$ cat config.mk
export PLATFORM = sky130hd
export DESIGN_NAME = tl_ul_arbiter
export DESIGN_NICKNAME = d
export VERILOG_FILES = /design/src/rtl/tl_ul_arbiter.sv
export SDC_FILE = /design/constraint.sdc
export NUM_CORES = 1
export LEC_CHECK = 0
export CAP_MARGIN = 20
export CELL_PAD_IN_SITES_DETAIL_PLACEMENT = 1
export CELL_PAD_IN_SITES_GLOBAL_PLACEMENT = 2
export CORE_MARGIN = 8
export CORE_UTILIZATION = 10
export CTS_BUF_LIST = sky130_fd_sc_hd__clkbuf_2
export CTS_CLUSTER_DIAMETER = 30
export CTS_CLUSTER_SIZE = 20
export DETAILED_ROUTE_END_ITERATION = 7
export PLACE_DENSITY_LB_ADDON = 0.05
export RECOVER_POWER = 25
export REMOVE_ABC_BUFFERS = 1
export SYNTH_ARGS = -nofsm -noshare
export SYNTH_HDL_FRONTEND = slang
export SYNTH_SLANG_ARGS = --single-unit
$ cat constraint.sdc
create_clock -name arb_clock_i -period 2.95 [get_ports arb_clock_i]
set_input_delay 0.7375 -clock arb_clock_i [delete_from_list [all_inputs] [get_ports arb_clock_i]]
set_output_delay 0.7375 -clock arb_clock_i [all_outputs]
set_load 0.01 [all_outputs]
$ cat src/rtl/tl_ul_arbiter.sv
// N:1 TileLink-UL arbiter: round-robin channel A with a grant lock while a beat is stalled,
// channel D demultiplexed on a requester-index prefix of the source ID.
module tl_ul_arbiter #(
    parameter int NREQ    = 2,
    parameter int TL_RS   = 4,
    parameter int AW      = 16,
    parameter int MAX_OUT = 4
) (
    input  logic                            arb_clock_i,
    input  logic                            arb_reset_i,
    input  logic [NREQ*3-1:0]               s_a_opcode,
    input  logic [NREQ*3-1:0]               s_a_param,
    input  logic [NREQ*4-1:0]               s_a_size,
    input  logic [NREQ*TL_RS-1:0]           s_a_source,
    input  logic [NREQ*AW-1:0]              s_a_address,
    input  logic [NREQ*4-1:0]               s_a_mask,
    input  logic [NREQ*32-1:0]              s_a_data,
    input  logic [NREQ-1:0]                 s_a_valid,
    output logic [NREQ-1:0]                 s_a_ready,
    output logic [NREQ*3-1:0]               s_d_opcode,
    output logic [NREQ*2-1:0]               s_d_param,
    output logic [NREQ*4-1:0]               s_d_size,
    output logic [NREQ*TL_RS-1:0]           s_d_source,
    output logic [NREQ-1:0]                 s_d_denied,
    output logic [NREQ*32-1:0]              s_d_data,
    output logic [NREQ-1:0]                 s_d_corrupt,
    output logic [NREQ-1:0]                 s_d_valid,
    input  logic [NREQ-1:0]                 s_d_ready,
    output logic [2:0]                      m_a_opcode,
    output logic [2:0]                      m_a_param,
    output logic [3:0]                      m_a_size,
    output logic [AW-1:0]                   m_a_address,
    output logic [3:0]                      m_a_mask,
    output logic [31:0]                     m_a_data,
    output logic [TL_RS+$clog2(NREQ)-1:0]   m_a_source,
    output logic                            m_a_valid,
    input  logic                            m_a_ready,
    input  logic [2:0]                      m_d_opcode,
    input  logic [1:0]                      m_d_param,
    input  logic [3:0]                      m_d_size,
    input  logic                            m_d_denied,
    input  logic [31:0]                     m_d_data,
    input  logic                            m_d_corrupt,
    input  logic [TL_RS+$clog2(NREQ)-1:0]   m_d_source,
    input  logic                            m_d_valid,
    output logic                            m_d_ready
);
    localparam int IW = $clog2(NREQ);
    localparam int SW = TL_RS + IW;
    localparam int CW = $clog2(MAX_OUT + 1);
    localparam logic [IW-1:0] LAST_IDX = IW'(NREQ - 1);
    localparam logic [IW:0]   NREQ_W   = (IW+1)'(NREQ);
    localparam logic [CW-1:0] MAX_W    = CW'(MAX_OUT);

    logic [2:0]       a_opcode  [NREQ];
    logic [2:0]       a_param   [NREQ];
    logic [3:0]       a_size    [NREQ];
    logic [TL_RS-1:0] a_source  [NREQ];
    logic [AW-1:0]    a_address [NREQ];
    logic [3:0]       a_mask    [NREQ];
    logic [31:0]      a_data    [NREQ];

    logic [NREQ-1:0] elig;
    logic [IW-1:0]   rr_ptr_reg, rr_ptr_next;
    logic [IW-1:0]   lock_idx_reg, lock_idx_next;
    logic            lock_reg, lock_next;
    logic [IW-1:0]   scan_idx, scan_win, win;
    logic            any_elig, a_fire;
    logic [IW-1:0]   d_idx;
    logic            d_ok, d_fire;

    // Round-robin scan starting at rr_ptr; a stalled beat keeps its grant regardless.
    always_comb begin
        scan_idx = rr_ptr_reg;
        scan_win = rr_ptr_reg;
        any_elig = 1'b0;
        for (int k = 0; k < NREQ; k++) begin
            if (!any_elig && elig[scan_idx]) begin
                any_elig = 1'b1;
                scan_win = scan_idx;
            end
            scan_idx = (scan_idx == LAST_IDX) ? '0 : scan_idx + IW'(1);
        end
    end

    assign win       = lock_reg ? lock_idx_reg : scan_win;
    assign m_a_valid = ~arb_reset_i & (lock_reg | any_elig);
    assign a_fire    = m_a_valid & m_a_ready;

    assign m_a_opcode  = a_opcode[win];
    assign m_a_param   = a_param[win];
    assign m_a_size    = a_size[win];
    assign m_a_address = a_address[win];
    assign m_a_mask    = a_mask[win];
    assign m_a_data    = a_data[win];
    assign m_a_source  = {win, a_source[win]};

    assign lock_next     = m_a_valid & ~m_a_ready;
    assign lock_idx_next = lock_next ? win : lock_idx_reg;
    assign rr_ptr_next   = a_fire ? ((win == LAST_IDX) ? '0 : win + IW'(1)) : rr_ptr_reg;

    always_ff @(posedge arb_clock_i or posedge arb_reset_i) begin
        if (arb_reset_i) begin
            lock_reg     <= 1'b0;
            lock_idx_reg <= '0;
            rr_ptr_reg   <= '0;
        end else begin
            lock_reg     <= lock_next;
            lock_idx_reg <= lock_idx_next;
            rr_ptr_reg   <= rr_ptr_next;
        end
    end

    // Responses carrying an out-of-range prefix are sunk so the slave never wedges.
    assign d_idx     = m_d_source[SW-1:TL_RS];
    assign d_ok      = ({1'b0, d_idx} < NREQ_W);
    assign m_d_ready = ~arb_reset_i & (d_ok ? s_d_ready[d_idx] : 1'b1);
    assign d_fire    = m_d_valid & m_d_ready & d_ok;

    for (genvar gi = 0; gi < NREQ; gi++) begin : g_req
        logic [CW-1:0] cnt_reg, cnt_next;
        logic          up, dn;

        assign a_opcode[gi]  = s_a_opcode[3*gi +: 3];
        assign a_param[gi]   = s_a_param[3*gi +: 3];
        assign a_size[gi]    = s_a_size[4*gi +: 4];
        assign a_source[gi]  = s_a_source[TL_RS*gi +: TL_RS];
        assign a_address[gi] = s_a_address[AW*gi +: AW];
        assign a_mask[gi]    = s_a_mask[4*gi +: 4];
        assign a_data[gi]    = s_a_data[32*gi +: 32];

        assign elig[gi]      = s_a_valid[gi] & (cnt_reg < MAX_W);
        assign s_a_ready[gi] = a_fire & (win == IW'(gi));

        assign s_d_valid[gi]              = ~arb_reset_i & m_d_valid & d_ok & (d_idx == IW'(gi));
        assign s_d_opcode[3*gi +: 3]      = m_d_opcode;
        assign s_d_param[2*gi +: 2]       = m_d_param;
        assign s_d_size[4*gi +: 4]        = m_d_size;
        assign s_d_source[TL_RS*gi +: TL_RS] = m_d_source[TL_RS-1:0];
        assign s_d_denied[gi]             = m_d_denied;
        assign s_d_data[32*gi +: 32]      = m_d_data;
        assign s_d_corrupt[gi]            = m_d_corrupt;

        assign up = s_a_ready[gi];
        assign dn = d_fire & (d_idx == IW'(gi));

        always_comb begin
            cnt_next = cnt_reg;
            if (up && !dn)
                cnt_next = cnt_reg + CW'(1);
            else if (dn && !up && cnt_reg != '0)
                cnt_next = cnt_reg - CW'(1);
        end

        always_ff @(posedge arb_clock_i or posedge arb_reset_i) begin
            if (arb_reset_i)
                cnt_reg <= '0;
            else
                cnt_reg <= cnt_next;
        end

        // A response with nothing outstanding is a slave protocol error.
        a_no_underflow: assert property (@(posedge arb_clock_i) disable iff (arb_reset_i)
            !(dn && !up && cnt_reg == '0));
    end

endmodule

==> results of run 1 <==
per-layer routing:
layer	wire (µm)	vias up
met5	298	-
li1	-	1053
met2	7090	251
met3	4770	21
met4	64	16
met1	6280	1122
cell families after synthesis:
kind of cell,count (synthesis),share of synthesized area (%)
buf+inv,113,36.4
mux,73,36.9
simple gates,29,7.09
compound gates,16,6.42
flops,9,10.1
fa+ha+maj,3,2.31
xor+xnor,2,0.788
what timing repair did:
| action | CTS | global route |
|---|---|---|
| pin swaps | 2 | 2 |
| endpoints found under the setup margin | 73 | 70 |
| resized for setup | 451 | 19 |
| gates cloned | 4 | 0 |
| setup buffers | 10 | 1 |
critical path, cell delays in order:
cell and delay (ps):
sky130_fd_sc_hd__buf_6 90, sky130_fd_sc_hd__nor2b_4 120, sky130_fd_sc_hd__maj3_2 330, sky130_fd_sc_hd__o21ai_4 180
sky130_fd_sc_hd__buf_12 140, sky130_fd_sc_hd__buf_12 120, sky130_fd_sc_hd__buf_16 140, sky130_fd_sc_hd__mux2_4 310
sky130_fd_sc_hd__buf_6 130
power by group:
group	total (mW)	switching (mW)	internal (mW)
logic	3.17	1.18	1.99
clock network	0.0828	0.0468	0.0361
registers	0.243	0.0628	0.180
total	3.49	1.29	2.20
final timing paths:
path                       slack, ps             endpoint                 from  cells past startpoint
max                              -90         m_a_data[19]         s_a_valid[1]                      9
min                              540         lock_idx_reg         lock_idx_reg                      1
max reg2reg                      250  g_req[0].cnt_reg[2]  g_req[0].cnt_reg[2]                     11
min reg2reg                      540         lock_idx_reg         lock_idx_reg                      1
max in group asynchronous       1410         lock_idx_reg          arb_reset_i                      3
min in group asynchronous       1130  g_req[1].cnt_reg[2]          arb_reset_i                      3
cell type report:
type	instances	share of cell area [%]
Clock buffer	4	0.417
Sequential cell	9	4.69
Multi-Input combinational cell	123	30.3
Tap cell	280	7.29
Timing Repair Buffer	257	56.7
Inverter	8	0.625
per-stage QoR:
| stage | total power [mW] | util [%] | setup WS, ps | cell area (µm²) | setup TNS, ps |
|---|---|---|---|---|---|
| 6_report | 3.49 | 22.0 | -93.8 | 4810 | -4570 |
| 5_1_grt | 3.75 | 22.0 | -151 | 4810 | -8600 |
| 4_1_cts | 3.56 | 21.8 | -164 | 4770 | -9180 |
| 3_5_place_dp | 2.65 | 19.3 | -887 | 4220 | -56770 |
| 3_3_place_gp | 2.68 | 19.3 | -902 | 4220 | -57400 |
| 2_1_floorplan | 1.24 | - | -1540 | 1450 | -88960 |
cell usage in the layout (no fill, tap or decap), types with 4 or more instances in the layout:
cell type	instances
sky130_fd_sc_hd__buf_12	6
sky130_fd_sc_hd__mux2_4	66
sky130_fd_sc_hd__mux2i_1	4
sky130_fd_sc_hd__dfrtp_1	9
sky130_fd_sc_hd__clkbuf_2	4
sky130_fd_sc_hd__clkdlybuf4s50_1	140
sky130_fd_sc_hd__nor2_1	9
sky130_fd_sc_hd__nand2_1	5
sky130_fd_sc_hd__buf_6	71
sky130_fd_sc_hd__buf_8	5
sky130_fd_sc_hd__buf_4	25
sky130_fd_sc_hd__inv_1	7
==> run summary, run 1 <==
Summed over all layers, the routed wires come to approximately 19000 µm. For this design, the CTS-stage hold fixing added 0 buffers. The global-route track usage on met2 came out at about 17%. The total inserted antenna cells came out at 0. At the end of the flow, the number of nets in the layout was ~590. The sequential share of the synthesized area came out at 10.1%. The worst-path maximum fanout is 8. The number of flip-flops under the largest register name came out at 6.

Data arrives at the worst endpoint at 2310 ps. The area overhead of the layout relative to synthesis is 116%. The leakage power summed over all cells came out at 2.14 nW. Leaving out filler cells and counting taps, the final layout contains between 600 and 700. The multi-input combinational cell area is around 1500 µm². The width of the die came out at approximately 170 µm. The top cell type's share of synthesized area is 34.4%.

The synthesized design spends more area on one cell type than any other, namely sky130_fd_sc_hd__mux2_2. The worst hold slack came out at 536 ps. The worst voltage drop across the vdd grid is 0.000229 V. The area enclosed by the die boundary is around 27000 µm². The post-route DRC violation count came out at 0. The final-report setup violation count is 67. The number of distinct library cells after synthesis came out at 40.

Counting the buffers created by CTS gives 3. After synthesis the cells add up to 2220 µm². The flip-flop and latch count after synthesis is 9. Detailed routing inserted a total of 2463 vias. The worst path required time came out at around 2200 ps. The row count is 54. The final weighted congestion in routability-driven placement is between 0.6 and 0.7. The Yosys warning count came out at 0. Counting along the longest clock path gives a buffer depth of 2.

The transition time of the tightest slew-check pin is 598 ps. The H-tree depth came out at 1. The power per cell area came out at between 700 and 800 nW/µm². The maximum number of pins on one net before global-route repair is 10. In the synthesized netlist the async set-or-reset flop fraction comes to 100%. The area of the core region came out at 21800 µm². In the synthesized netlist the dominant register cell turns out to be sky130_fd_sc_hd__dfrtp_1. The detailed-route vias per instance is 3.62. After filler insertion, the fill cell instance count of the layout stands at 2488. In this run, synthesis inferred 0 flip-flops with an integrated enable. Clock latency on the worst-skew pair, taken at its later pin, is 250 ps. The max-capacitance violation count came out at 0. After synthesis, the most frequently instantiated cells are sky130_fd_sc_hd__buf_4 (99), sky130_fd_sc_hd__mux2_2 (68), sky130_fd_sc_hd__dfrtp_1 (9), sky130_fd_sc_hd__nor2_1 (9), sky130_fd_sc_hd__inv_1 (7). The tightest min-delay check is of the flip-flop to flip-flop type. The combined flip-flop and latch cell area is 225 µm². The checks that failed: setup timing.

For this run, global-route usage on met3 was measured as 16.8%. The number of instances in the synthesized netlist is 245. The achievable clock frequency came out at 329 MHz.

The initial utilization of the core area, before any placement, comes to 10.2%. The vertical die dimension came out at 165 µm. The hold violation count in the final report came out at 0. The max-slew violation total from the final report is 0. Setup repair after global routing could not meet its margin everywhere.

The flow ran to the end, but the final reports show violations. TritonCTS built the clock tree. The clock arrives with 15.4 ps of skew.

The first global-routing pass estimated 24900 µm of wire. The placed instance count is 664. Sorting the synthesized cells by area gives the leading types as sky130_fd_sc_hd__mux2_2 (34%), sky130_fd_sc_hd__buf_4 (33%), sky130_fd_sc_hd__dfrtp_1 (10%). The estimated wirelength of the detail-placed design came out at 16400 µm.

The critical path class is primary input to primary output. The met1 routing resource usage after global routing came out at 12.7%. The final period utilization is 103%. STA classifies the critical path startpoint as a primary input. The sort of element at the end of the critical path is a primary output.

The worst slew slack as a fraction of its limit is between 60% and 70%. The first TritonRoute pass finished after 4 iterations. The cell sitting at the root of the clock tree is a sky130_fd_sc_hd__clkbuf_2. The share of post-route cells with drive strength above 1 came out at 48.4%.

The number of antenna violations at the first check in global routing was 6. The count of buffers inserted at the top-level ports came out at 213. The clock period minus final worst setup slack came out at 3040 ps. The busiest layer in global routing is met2. The violation count after the first detailed-routing iteration came out at 33.

The total grt overflow is 0. For this design the top-level I/O count stands at ~360. Dividing the synthesized area by the synthesized cell count gives 9.08 µm². The via count of the first global-routing pass is 2996.

Yosys instantiated no cell more often than sky130_fd_sc_hd__buf_4. The count of nets left with antenna violations once routing finished came out at 0. Once routing completed, OpenROAD measured the worst setup slack at -93.8 ps.

In the final routed layout, each cell accounts on average for about 27 µm. The overall fraction of global-route tracks in use is 13.2%. Counting every sink on the clock net gives 9. The clock input transition at the sequential cells of the worst setup and hold paths is 90 ps.
No activity file was read; power rests on OpenSTA's default activity.
==> run 2: changes to the inputs <==
Settings changed: HOLD_SLACK_MARGIN from default to 0.05.
==> results of run 2 <==
The final DEF is identical to that of run 1; final timing and power are the same.
